`config.mk`:
```
export PLATFORM = sky130hd
export DESIGN_NAME = aes_rx_deframer
export DESIGN_NICKNAME = d
export VERILOG_FILES = /design/src/rtl/aes_plat_pkg.sv /design/src/rtl/plat_sync2.sv /design/src/rtl/aes_rx_deframer.sv
export SDC_FILE = /design/constraint.sdc
export NUM_CORES = 1
export LEC_CHECK = 0
export CORE_ASPECT_RATIO = 0.6
export CORE_MARGIN = 3
export CORE_UTILIZATION = 55
export DETAILED_ROUTE_END_ITERATION = 10
export HOLD_SLACK_MARGIN = 0.15
export PLACE_DENSITY = 0.82
export REMOVE_ABC_BUFFERS = 1
export SLEW_MARGIN = 20
export SYNTH_ARGS = -nofsm -noshare
export SYNTH_HDL_FRONTEND = slang
export SYNTH_HIERARCHICAL = 1
export SYNTH_SLANG_ARGS = --single-unit
export TNS_END_PERCENT = 5
```
`constraint.sdc`:
```
create_clock -name clk -period 1.9 [get_ports clk]
set_input_delay 0.38 -clock clk [delete_from_list [all_inputs] [get_ports clk]]
set_output_delay 0.38 -clock clk [all_outputs]
set_load 0.01 [all_outputs]
```
`src/rtl/aes_plat_pkg.sv`:
```
// Shared constants and types for the AES verification platform byte-serial links.
package aes_plat_pkg;
    localparam int BYTE_W    = 8;
    localparam int BLK_W     = 128;
    localparam int BLK_BYTES = 16;
    // Strobe position on both the aes_tx and aes_rx buses.
    localparam int STB_BIT   = 8;

    typedef enum logic {
        IDLE = 1'b0,
        RECV = 1'b1
    } state_e;
endpackage

```
`src/rtl/plat_sync2.sv`:
```
// Two-flop synchronizer for signals crossing into the platform clock domain.
module plat_sync2 #(
    parameter int WIDTH = 1
) (
    input  logic             clk,
    input  logic             rst_n,
    input  logic [WIDTH-1:0] d,
    output logic [WIDTH-1:0] q
);
    logic [WIDTH-1:0] s1_q;
    logic [WIDTH-1:0] s2_q;

    always_ff @(posedge clk or negedge rst_n) begin
        if (!rst_n) begin
            s1_q <= '0;
            s2_q <= '0;
        end else begin
            s1_q <= d;
            s2_q <= s1_q;
        end
    end

    assign q = s2_q;
endmodule

```
`src/rtl/aes_rx_deframer.sv`:
```
// Receives the AES chip's byte-serial output, assembles 16-byte ciphertext blocks
// and flags frames that stall between bytes.
module aes_rx_deframer
    import aes_plat_pkg::*;
#(
    parameter int CLK_FREQ       = 50_000_000,
    parameter int CHIP_CLK_FREQ  = 1_000_000,
    // Ratio taken first so the product stays inside 32 bits.
    parameter int TIMEOUT_CYCLES = 64 * (CLK_FREQ / CHIP_CLK_FREQ)
) (
    input  logic             clk,
    input  logic             rst_n,
    input  logic [8:0]       aes_rx,
    input  logic             abort,
    output logic             blk_valid,
    output logic [BLK_W-1:0] blk_data,
    output logic             frame_err,
    output logic             busy,
    output logic [4:0]       byte_cnt
);
    localparam int TMR_RAW = $clog2(TIMEOUT_CYCLES + 1);
    localparam int TMR_W   = (TMR_RAW > 12) ? TMR_RAW : 12;
    localparam logic [TMR_W-1:0] TMO_LAST = TMR_W'(TIMEOUT_CYCLES - 1);
    localparam logic [4:0]       LAST_IDX = 5'(BLK_BYTES - 1);

    logic              sho_s2;
    logic              s3_q;
    logic [BYTE_W-1:0] data_s2;
    logic              sho_edge;

    // Data rides an identical pipeline so it lines up with the strobe edge.
    plat_sync2 #(.WIDTH(1)) u_sync_sho (
        .clk   (clk),
        .rst_n (rst_n),
        .d     (aes_rx[STB_BIT]),
        .q     (sho_s2)
    );

    plat_sync2 #(.WIDTH(BYTE_W)) u_sync_data (
        .clk   (clk),
        .rst_n (rst_n),
        .d     (aes_rx[BYTE_W-1:0]),
        .q     (data_s2)
    );

    assign sho_edge = sho_s2 & ~s3_q;

    state_e             state_q, state_d;
    logic [BLK_W-1:0]   shreg_q, shreg_d;
    logic [BLK_W-1:0]   blk_data_q, blk_data_d;
    logic [4:0]         byte_cnt_q, byte_cnt_d;
    logic [TMR_W-1:0]   timer_q, timer_d;
    logic               blk_valid_q, blk_valid_d;
    logic               frame_err_q, frame_err_d;
    logic               busy_q, busy_d;

    always_comb begin
        state_d     = state_q;
        shreg_d     = shreg_q;
        blk_data_d  = blk_data_q;
        byte_cnt_d  = byte_cnt_q;
        timer_d     = timer_q;
        blk_valid_d = 1'b0;
        frame_err_d = 1'b0;

        case (state_q)
            IDLE: begin
                timer_d = '0;
                if (sho_edge) begin
                    shreg_d    = {shreg_q[BLK_W-BYTE_W-1:0], data_s2};
                    byte_cnt_d = 5'd1;
                    state_d    = RECV;
                end
            end
            RECV: begin
                // Priority: abort, then a byte, then the timeout.
                if (abort) begin
                    byte_cnt_d = '0;
                    timer_d    = '0;
                    state_d    = IDLE;
                end else if (sho_edge) begin
                    shreg_d = {shreg_q[BLK_W-BYTE_W-1:0], data_s2};
                    timer_d = '0;
                    if (byte_cnt_q == LAST_IDX) begin
                        blk_data_d  = shreg_d;
                        blk_valid_d = 1'b1;
                        byte_cnt_d  = '0;
                        state_d     = IDLE;
                    end else begin
                        byte_cnt_d = byte_cnt_q + 5'd1;
                    end
                end else if (timer_q == TMO_LAST) begin
                    frame_err_d = 1'b1;
                    byte_cnt_d  = '0;
                    timer_d     = '0;
                    state_d     = IDLE;
                end else begin
                    timer_d = timer_q + 1'b1;
                end
            end
            default: state_d = IDLE;
        endcase

        busy_d = (state_d == RECV);
    end

    always_ff @(posedge clk or negedge rst_n) begin
        if (!rst_n) begin
            s3_q        <= 1'b0;
            state_q     <= IDLE;
            shreg_q     <= '0;
            blk_data_q  <= '0;
            byte_cnt_q  <= '0;
            timer_q     <= '0;
            blk_valid_q <= 1'b0;
            frame_err_q <= 1'b0;
            busy_q      <= 1'b0;
        end else begin
            s3_q        <= sho_s2;
            state_q     <= state_d;
            shreg_q     <= shreg_d;
            blk_data_q  <= blk_data_d;
            byte_cnt_q  <= byte_cnt_d;
            timer_q     <= timer_d;
            blk_valid_q <= blk_valid_d;
            frame_err_q <= frame_err_d;
            busy_q      <= busy_d;
        end
    end

    assign blk_valid = blk_valid_q;
    assign blk_data  = blk_data_q;
    assign frame_err = frame_err_q;
    assign busy      = busy_q;
    assign byte_cnt  = byte_cnt_q;
endmodule

```
==> flow_metrics.env, run 1 <==
export IMPL_cts_tree="built"
export IMPL_critPathLaunchType="flop"
export IMPL_worstSetupPathType="reg -> out"
export IMPL_status="complete, no violations"
export IMPL_cts_root_buffer="clkbuf_16"
export IMPL_worstPathCellList="clkdlybuf4s50_1"
export IMPL_drt_iter0_drc=456
export IMPL_placed_area_sq_um=13200
export IMPL_fill_cells=1177
export IMPL_ant_nets=0
export IMPL_drcViolationCount=0
export IMPL_synth_top_cells_by_count="287 x dfrtp_1, 139 x mux2_2, 109 x mux2_4"
export IMPL_drv_cap=0
export IMPL_synth_top_area_share_pct=64.3
export IMPL_drt_first_pass_iters=6
export IMPL_crit_buf_inv=1
export IMPL_dpl_cell_count=1076
export IMPL_ff2ff_path_depth=7
export IMPL_comb_power_share_pct=10.2
export IMPL_detail_route_vias_per_cell=5.30
export IMPL_synth_top_cells_by_area="dfrtp_1 64%, mux2_4 15%, mux2_2 14%"
export IMPL_gr_usage_met2_pct=31.7
export IMPL_grt_pass1_wl_mm=34.7
export IMPL_final_area_sq_um=14100
export IMPL_fmax_mhz=534
export IMPL_overflow=0
export IMPL_cp_arrival_ns=1.49
export IMPL_synth_area_sq_um=11200
export IMPL_post_synth_top_count_cell="dfrtp_1"
export IMPL_power_density_nw_per_um2=1040
export IMPL_min_path_cells=1
export IMPL_min_period_over_period_pct=98.6
export IMPL_reg2reg_to="blk_data[117]$_DFFE_PN0P_"
export IMPL_slew_headroom_pct=67.1
export IMPL_place_congestion=0.841
export IMPL_critPathTopFamily="buffers and inverters"
export IMPL_rows=39
export IMPL_switching_share_pct=24.3
export IMPL_syn_inst=647
export IMPL_finalWirelength_mm=21.4
export IMPL_grt_max_degree=60
export IMPL_slowest_stage="clkdlybuf4s50_1"
export IMPL_worstHoldStart="aes_rx[4]"
export IMPL_ys_seq_elements=287
export IMPL_track_usage_pct=19.5
export IMPL_whs_endpoint="u_sync_data/s1_q[4]$_DFF_PN0_"
export IMPL_yosys_warnings=6
export IMPL_cts_buffers_inserted=25
export IMPL_worst_pin_slew_ns=0.493
export IMPL_seq_area_sq_um=7190
export IMPL_routedWlPerCell_microns=19.0
export IMPL_pwr_share_seq_pct=55.0
export IMPL_use_met1_pct=28.0
export IMPL_cts_buffer_depth=3
export IMPL_htreeDepth=1
export IMPL_ys_async_sr_fraction_pct=100
export IMPL_yosysSeqAreaShare_pct=64.3
export IMPL_dp_hpwl_mm=14.6
export IMPL_clock_skew_ns=0.0117
export IMPL_io_buffers=147
export IMPL_synth_top_area_cell="dfrtp_1"
export IMPL_critPathMaxFanout=2
export IMPL_hold_viol=0
export IMPL_fin_cells=1124
export IMPL_setup_viol=0
export IMPL_clk_latency_ns=0.51
export IMPL_syn2layout_area_growth_pct=26.2
export IMPL_endpoint_kind="output port"
export IMPL_core_area_sq_um=19500
export IMPL_start_util_pct=57.4
export IMPL_ios=148
export IMPL_synth_edf_count=0
export IMPL_synthFlopType="dfrtp_1"
export IMPL_cts_sinks=287
export IMPL_clk_pin_slew_ns=0.07
export IMPL_die_h_microns=116
export IMPL_n_antenna_cell=0
export IMPL_max_stage_delay_ns=0.56
export IMPL_rr_startpoint="byte_cnt[1]$_DFFE_PN0P_"
export IMPL_p_int_w=0.0111
export IMPL_worstPathRequired_ns=1.52
export IMPL_antenna_found_initial=0
export IMPL_leakage_nw=7.09
export IMPL_vias=5956
export IMPL_ir_drop_mv=0.699
export IMPL_die_area_sq_um=22100
export IMPL_multiInputGateArea_sq_um=3710
export IMPL_hold_path_class="in -> reg"
export IMPL_nets=854
export IMPL_grt_most_used_layer="met2"
export IMPL_first_global_vias=6392
export IMPL_syn_avg_cell_area_sq_um=17.3
export IMPL_finalCriticalPeriod_ns=1.87
export IMPL_critical_path_startpoint="blk_data[3]$_DFFE_PN0P_"
export IMPL_chipWidth_microns=190
export IMPL_pwr_share_clk_pct=34.7
export IMPL_drive_above_1_share_pct=40.1
export IMPL_ys_types=33
export IMPL_grt_util_met3_pct=4.38
export IMPL_switching_power_w=0.00355
export IMPL_rrSetupSlack_ns=0.10
export IMPL_final_util_pct=72.4
export IMPL_slew_violations=0
==> metal layers <==
layer,vias to the layer above,wire (microns)
li1,2659,-
met1,3085,10000
met2,175,9740
met3,37,1210
met4,0,407
met5,-,0
==> state kept, by name, summed over array words and instances (netlist names), 5 cells and up <==
| signal | count |
|---|---|
| blk_data | 128 |
| byte_cnt | 5 |
| shreg_q | 120 |
| timer_q | 12 |
| u_sync_data/q | 8 |
| u_sync_data/s1_q | 8 |
==> cells in the final DEF (no fill, tap or decap), types with 3 or more instances in the layout <==
| cell | synthesis | routed |
|---|---|---|
| dlymetal6s2s_1 | 0 | 9 |
| dlygate4sd2_1 | 0 | 3 |
| clkbuf_8 | 0 | 6 |
| nand4_1 | 3 | 3 |
| nor2_1 | 18 | 18 |
| xor2_1 | 4 | 4 |
| clkinv_2 | 0 | 6 |
| xnor2_1 | 7 | 7 |
| buf_12 | 0 | 14 |
| buf_4 | 0 | 33 |
| mux2_4 | 109 | 109 |
| nand2b_1 | 4 | 4 |
| clkbuf_1 | 1 | 5 |
| dfrtp_2 | 0 | 3 |
| nand2_1 | 9 | 8 |
| inv_1 | 3 | 3 |
| dfrtp_1 | 287 | 284 |
| nand3_1 | 7 | 7 |
| and3_1 | 4 | 4 |
| mux2_2 | 139 | 139 |
| clkbuf_16 | 0 | 25 |
| clkdlybuf4s50_1 | 0 | 134 |
==> power by group through the flow <==
stage	combinational [W]	clock [W]	sequential, W
finish	0.00149	0.00508	0.00805
global route	0.00165	0.00542	0.00821
CTS	0.00152	0.00519	0.00805
detailed placement	0.00151	0	0.00815
global placement	0.00139	0	0.00802
floorplan	0.00113	0	0.00780
==> layout make-up <==
class / instances / share of cell area (%)
tap: 266 / 2.36
multi-input combinational: 328 / 26.3
clock buffer: 36 / 5.16
inverter: 3 / 0.0799
timing repair buffer: 195 / 14.4
clock inverter: 9 / 0.701
sequential: 287 / 51.0
==> worst max-delay path by stage <==
stage | end | slack, ns | depth (start not counted)
after global placement | blk_data[81]$_DFFE_PN0P_ | -0.12 | 6
after detailed placement | blk_data[117]$_DFFE_PN0P_ | -0.14 | 6
after global routing | byte_cnt[1] | -0.004 | 1
final | blk_data[3] | 0.03 | 1
after floorplan | blk_data[75]$_DFFE_PN0P_ | -2.81 | 5
after CTS | blk_data[11] | 0.0004 | 1
==> through the flow <==
step	setup slack, ns	power [W]	setup TNS, ns	hold WS, ns
finish	0.0273	0.0146	0	0.298
global route	-0.00364	0.0153	-0.00364	0.280
CTS	0.000372	0.0148	0	0.278
detailed placement	-0.138	0.00965	-12.48	0.335
global placement	-0.123	0.00941	-10.08	0.334
floorplan	-2.81	0.00893	-586.68	0.0844
==> repair_timing <==
item,CTS,global route
buffers inserted,0,2
gates cloned,0,0
hold buffers,1,0
hold endpoints to repair,50,0
setup endpoints to repair,4,67
resized for setup,6,10
==> cells by family (layout without fill, tap and decap cells) <==
kind of cell / after synthesis / in the layout / share of synthesized area (%)
flops: 287 / 287 / 64.3
fa+ha+maj: 2 / 2 / 0.224
compound gates: 9 / 9 / 0.605
xor+xnor: 11 / 11 / 0.862
mux: 248 / 248 / 28.7
simple gates: 58 / 58 / 2.68
buf+inv: 32 / 243 / 2.68
Power figures use the tool's default switching activity.
==> inputs of run 2 (changes only) <==
--- a/config.mk
+++ b/config.mk
@@ -11,7 +11,6 @@
 export DETAILED_ROUTE_END_ITERATION = 10
 export HOLD_SLACK_MARGIN = 0.15
 export PLACE_DENSITY = 0.82
-export REMOVE_ABC_BUFFERS = 1
 export SLEW_MARGIN = 20
 export SYNTH_ARGS = -nofsm -noshare
 export SYNTH_HDL_FRONTEND = slang
==> flow_metrics.env, run 2 (same netlist as run 1, synthesis figures left out) <==
export IMPL_fill_cells=1198
export IMPL_hold_path_class="in -> reg"
export IMPL_final_cell_mix="287 x dfrtp_1, 139 x mux2_2, 131 x clkdlybuf4s50_1, 109 x mux2_4, 28 x clkbuf_16"
export IMPL_slowest_stage="clkdlybuf4s50_1"
export IMPL_whs_ns=0.305
export IMPL_placed_area_sq_um=13100
export IMPL_syn_num_nets=661
export IMPL_overflow=0
export IMPL_nets=844
export IMPL_rows=39
export IMPL_max_stage_delay_ns=0.56
export IMPL_dpl_cell_count=1064
export IMPL_multiInputGateArea_sq_um=3710
export IMPL_track_usage_pct=20.5
export IMPL_n_antenna_cell=0
export IMPL_cp_arrival_ns=1.49
export IMPL_clock_skew_ns=0.00909
export IMPL_finalWirelength_mm=22.4
export IMPL_critical_path_startpoint="blk_data[1]$_DFFE_PN0P_"
export IMPL_grt_pass1_wl_mm=36.0
export IMPL_start_util_pct=57.4
export IMPL_io_buffers=147
export IMPL_cp_num_cells=1
export IMPL_preCtsSetupSlack_ns=-0.161
export IMPL_drv_cap=0
export IMPL_min_period_over_period_pct=98.7
export IMPL_seq_area_sq_um=7180
export IMPL_core_area_sq_um=19500
export IMPL_critPathTopFamily="buffers and inverters"
export IMPL_rsz0062_at_grt="false"
export IMPL_fmax_mhz=533
export IMPL_critPathMaxFanout=2
export IMPL_dp_hpwl_mm=15.1
export IMPL_cts_root_buffer="clkbuf_16"
export IMPL_largest_register_ffs=128
export IMPL_place_congestion=0.808
export IMPL_reg2reg_to="blk_data[4]$_DFFE_PN0P_"
export IMPL_worstSetupPathType="reg -> out"
export IMPL_slew_headroom_pct=70.3
export IMPL_ios=148
export IMPL_cts_sinks=287
export IMPL_clk_pin_slew_ns=0.06
export IMPL_final_common_cell="dfrtp_1"
export IMPL_leakage_nw=7.04
export IMPL_power_density_nw_per_um2=1050
export IMPL_rrSetupSlack_ns=0.16
export IMPL_ir_drop_mv=0.796
export IMPL_chipWidth_microns=190
export IMPL_crit_path_end="blk_data[1]"
export IMPL_fin_cells=1113
export IMPL_ff2ff_path_depth=7
export IMPL_htreeDepth=1
export IMPL_worst_pin_slew_ns=0.446
export IMPL_cts_buffers_inserted=26
export IMPL_drcViolationCount=0
export IMPL_worstPathCellList="clkdlybuf4s50_1"
export IMPL_total_power_w=0.0147
export IMPL_vias=5910
export IMPL_rr_startpoint="byte_cnt[0]$_DFFE_PN0P_"
export IMPL_clk_latency_ns=0.52
export IMPL_die_area_sq_um=22100
export IMPL_drive_above_1_share_pct=39.0
export IMPL_grt_max_degree=65
export IMPL_crit_buf_inv=1
export IMPL_worstPathRequired_ns=1.52
export IMPL_setup_viol=0
export IMPL_cts_tree="built"
export IMPL_status="complete, no violations"
export IMPL_syn2layout_area_growth_pct=25.2
export IMPL_hold_viol=0
export IMPL_detail_route_vias_per_cell=5.31
export IMPL_slew_violations=0
export IMPL_ant_nets=0
export IMPL_die_h_microns=116
export IMPL_drt_iter0_drc=334
export IMPL_cts_buffer_depth=3
export IMPL_finalCriticalPeriod_ns=1.87
export IMPL_antenna_found_initial=0
export IMPL_worstHoldStart="aes_rx[7]"
export IMPL_final_area_sq_um=14000
export IMPL_routedWlPerCell_microns=20.1
export IMPL_worst_slack_ns=0.0254
export IMPL_critPathLaunchType="flop"
export IMPL_drt_first_pass_iters=4
export IMPL_endpoint_kind="output port"
export IMPL_first_global_vias=6461
[run 2: worst min-delay path by stage]
stage / depth (start not counted) / slack [ns] / end
floorplan: 0 / 0.08 / blk_data[0]$_DFFE_PN0P_
global placement: 1 / 0.33 / blk_data[122]$_DFFE_PN0P_
detailed placement: 1 / 0.33 / blk_data[122]$_DFFE_PN0P_
CTS: 1 / 0.28 / u_sync_data/s1_q[6]$_DFF_PN0_
global route: 1 / 0.29 / u_sync_data/s1_q[5]$_DFF_PN0_
finish: 1 / 0.30 / u_sync_data/s1_q[7]$_DFF_PN0_
[run 2: per-layer routing]
layer	wire (microns)	vias to the layer above	track usage (%)
met5	0	-	0
met4	305	0	3.84
met3	1190	28	4.38
met2	10400	146	33.4
met1	10500	3111	29.3
li1	-	2625	-
[run 2: timing repair]
item                                    in CTS  in global routing
buffers inserted                             0                  2
resized for setup                            7                 10
gates cloned                                 0                  1
pin swaps                                    0                  1
hold buffers                                 1                  0
hold endpoints to repair                    66                  0
endpoints found under the setup margin       7                136
[run 2: final cells by class]
class                   count  area share (%)
clock buffers              41            5.85
clock inverters             4           0.143
inverters                   3          0.0805
multi-input cells         328            26.5
flip-flops and latches    287            51.3
well taps                 266            2.38
repair buffers            184            13.7
[run 2: power by group]
group	switching, W	internal [W]
clock network	0.00215	0.00293
logic	0.000545	0.000968
registers	0.000931	0.00718
[run 2: stage by stage]
stage,utilization [%],setup TNS (ns)
finish,71.8,0
global route,71.8,0
CTS,71.4,0
detailed placement,67.1,-27.64
global placement,67.1,-25.97
floorplan,-,0
==> patch (config.mk and constraints of run 2) <==
`CHIP_CLK_FREQ`: 1_000_000 -> 500_000.
--- a/src/rtl/aes_rx_deframer.sv
+++ b/src/rtl/aes_rx_deframer.sv
@@ -4,7 +4,7 @@
     import aes_plat_pkg::*;
 #(
     parameter int CLK_FREQ       = 50_000_000,
-    parameter int CHIP_CLK_FREQ  = 1_000_000,
+    parameter int CHIP_CLK_FREQ  = 500_000,
     // Ratio taken first so the product stays inside 32 bits.
     parameter int TIMEOUT_CYCLES = 64 * (CLK_FREQ / CHIP_CLK_FREQ)
 ) (
Function: no difference found for any inputs over 4 cycles, from zero or initial values and one cycle with rst_n low; that may be too few to reach the edited logic, so the function may still have changed.
==> patch against run 2 <==
  * Sequential cell count up 1
  * Cell area fell by 2.5%
  * Setup slack improved by 2.2 ps
  * Synthesized cell count stayed put
  * Via count rose by 0.74%
  * Largest cell class unchanged
  * Largest power group unchanged
  * Critical path depth is 3 higher
  * Non-clock buffer count decreased by 1
  * Total power shrank 1.1%
  * First-iteration DRC count up 4.5%
  * Final cell count decreased by 0.99%
  * Global-route usage grew 1.3 points
  * Synthesized area down 4.0%
  * Highest routed layer unchanged
  * Routed wire length is 0.68% lower
==> patch: results (changes against run 2) <==
- The share of layout cells above drive strength 1 came to 0.387 (-0.00244).
- By area the synthesized netlist is led by dfrtp_1, mux2_2, buf_6, nor2_1, xnor2_1.
- The startpoint of the most critical hold path is aes_rx[1].
- The largest voltage drop on the vdd net is 607 uV (-24%).
- The area of all sequential standard cells is 0.00721 mm2 (+0.37%).
- The iteration-0 DRC count of the detailed router is 349 (+4.5%).
- The combined global-route utilization of all metal layers came to 0.217 (+0.0125).
- The endpoint of the most critical register-to-register path is byte_cnt[2].
- The non-clock buffer area fraction after layout came to 0.143 (+0.00679).
- The number of global-route vias before repair is 6576 (+1.8%).
- The multi-input combinational gate total is 327 (-0.30%).
- The required time at the worst-slack endpoint was 2290 ps (+770 ps).
- The final-layout worst hold slack is 305 ps (-0.103 ps).
- The maximum number of pins on one net before global-route repair is 63 (-3.1%).
- The placement-stage worst setup slack is -291 ps (-130 ps).
- The final-layout clock buffer total is 35 (-15%).
- The standby leakage power was 6.54 nW (-7.1%).
- The commonest cells after synthesis are dfrtp_1, mux2_2, nor2_1.
- The fraction of standard cell area in multi-input logic is 0.243 (-0.0224).
- The share of the core filled with cells came to 0.733 (+0.0148).
- The layout buffer count excluding clock buffers came to 183 (-0.54%).
- The clock network area share is 0.0601 (+0.000191).
- The final weighted congestion of routability-driven global placement is 0.845 (+4.6%).
- The largest fanout of any net on the critical path came to 4 (+2).
- The cell depth of the worst flop-to-flop path came to 4 (-3).
- The wire length per cell after detailed routing was 20.1 um (+0.31%).
- The net count reported at finish is 843 (-0.12%).
- The flow ran to the end, and the final reports show no timing, DRC or antenna violations.
[patch: changes by cell type after synthesis, sizes merged, moves of 3 or more]
cell / before / now
and3: 4 / 1
nand2b: 4 / 1
o21ai: 0 / 5
nor3: 2 / 5
[patch: worst max-delay path, stage by stage (launching register included)]
cell and delay (ps):
dfrtp_1 420, or4b_4 580, o31ai_4 320, o21ai_2 90
a221o_1 350
[patch: cell families (layout without fill, tap and decap cells)]
family / count (synthesis) / after routing / synth area share
buffers and inverters: 32 / 227 / 0.0210
and+or+nand+nor: 53 / 53 / 0.0251
muxes: 248 / 248 / 0.260
DFF: 288 / 288 / 0.672
xor gates and xnor gates: 11 / 11 / 0.00898
adders and majority gates: 2 / 2 / 0.00233
AOI/OAI and AO/OA: 13 / 13 / 0.0102
[patch: worst max-delay path by stage]
stage                     slack, ps            to         from  depth (start not counted)
after detailed placement       -290  blk_data[42]        abort                          7
after global routing            -30   byte_cnt[2]   timer_q[9]                          4
after floorplan                 110   blk_data[0]  byte_cnt[0]                          6
after CTS                         2   byte_cnt[2]  byte_cnt[2]                          1
final                            30   byte_cnt[2]   timer_q[9]                          4
after global placement         -170  blk_data[68]        abort                          7
[patch: report_power, final]
group	internal, mW	switching [mW]	leakage, nW	total [mW]
sequential	7.18	0.857	3.81	8.03
combinational	0.918	0.523	2.32	1.44
clock	2.96	2.12	0.404	5.08
[patch: timing repair]
item	4_1_cts	5_1_grt
pin swaps	0	0
buffers inserted	0	2
hold buffers	1	0
gates resized for setup	6	9
hold endpoints to repair	53	0
setup endpoints to repair	20	50
[patch: per-layer routing]
layer / share of wire / GRT usage
met3: 0.076 / 0.0568
met4: 0.017 / 0.0377
met5: 0 / 0
met1: 0.46 / 0.319
met2: 0.45 / 0.338
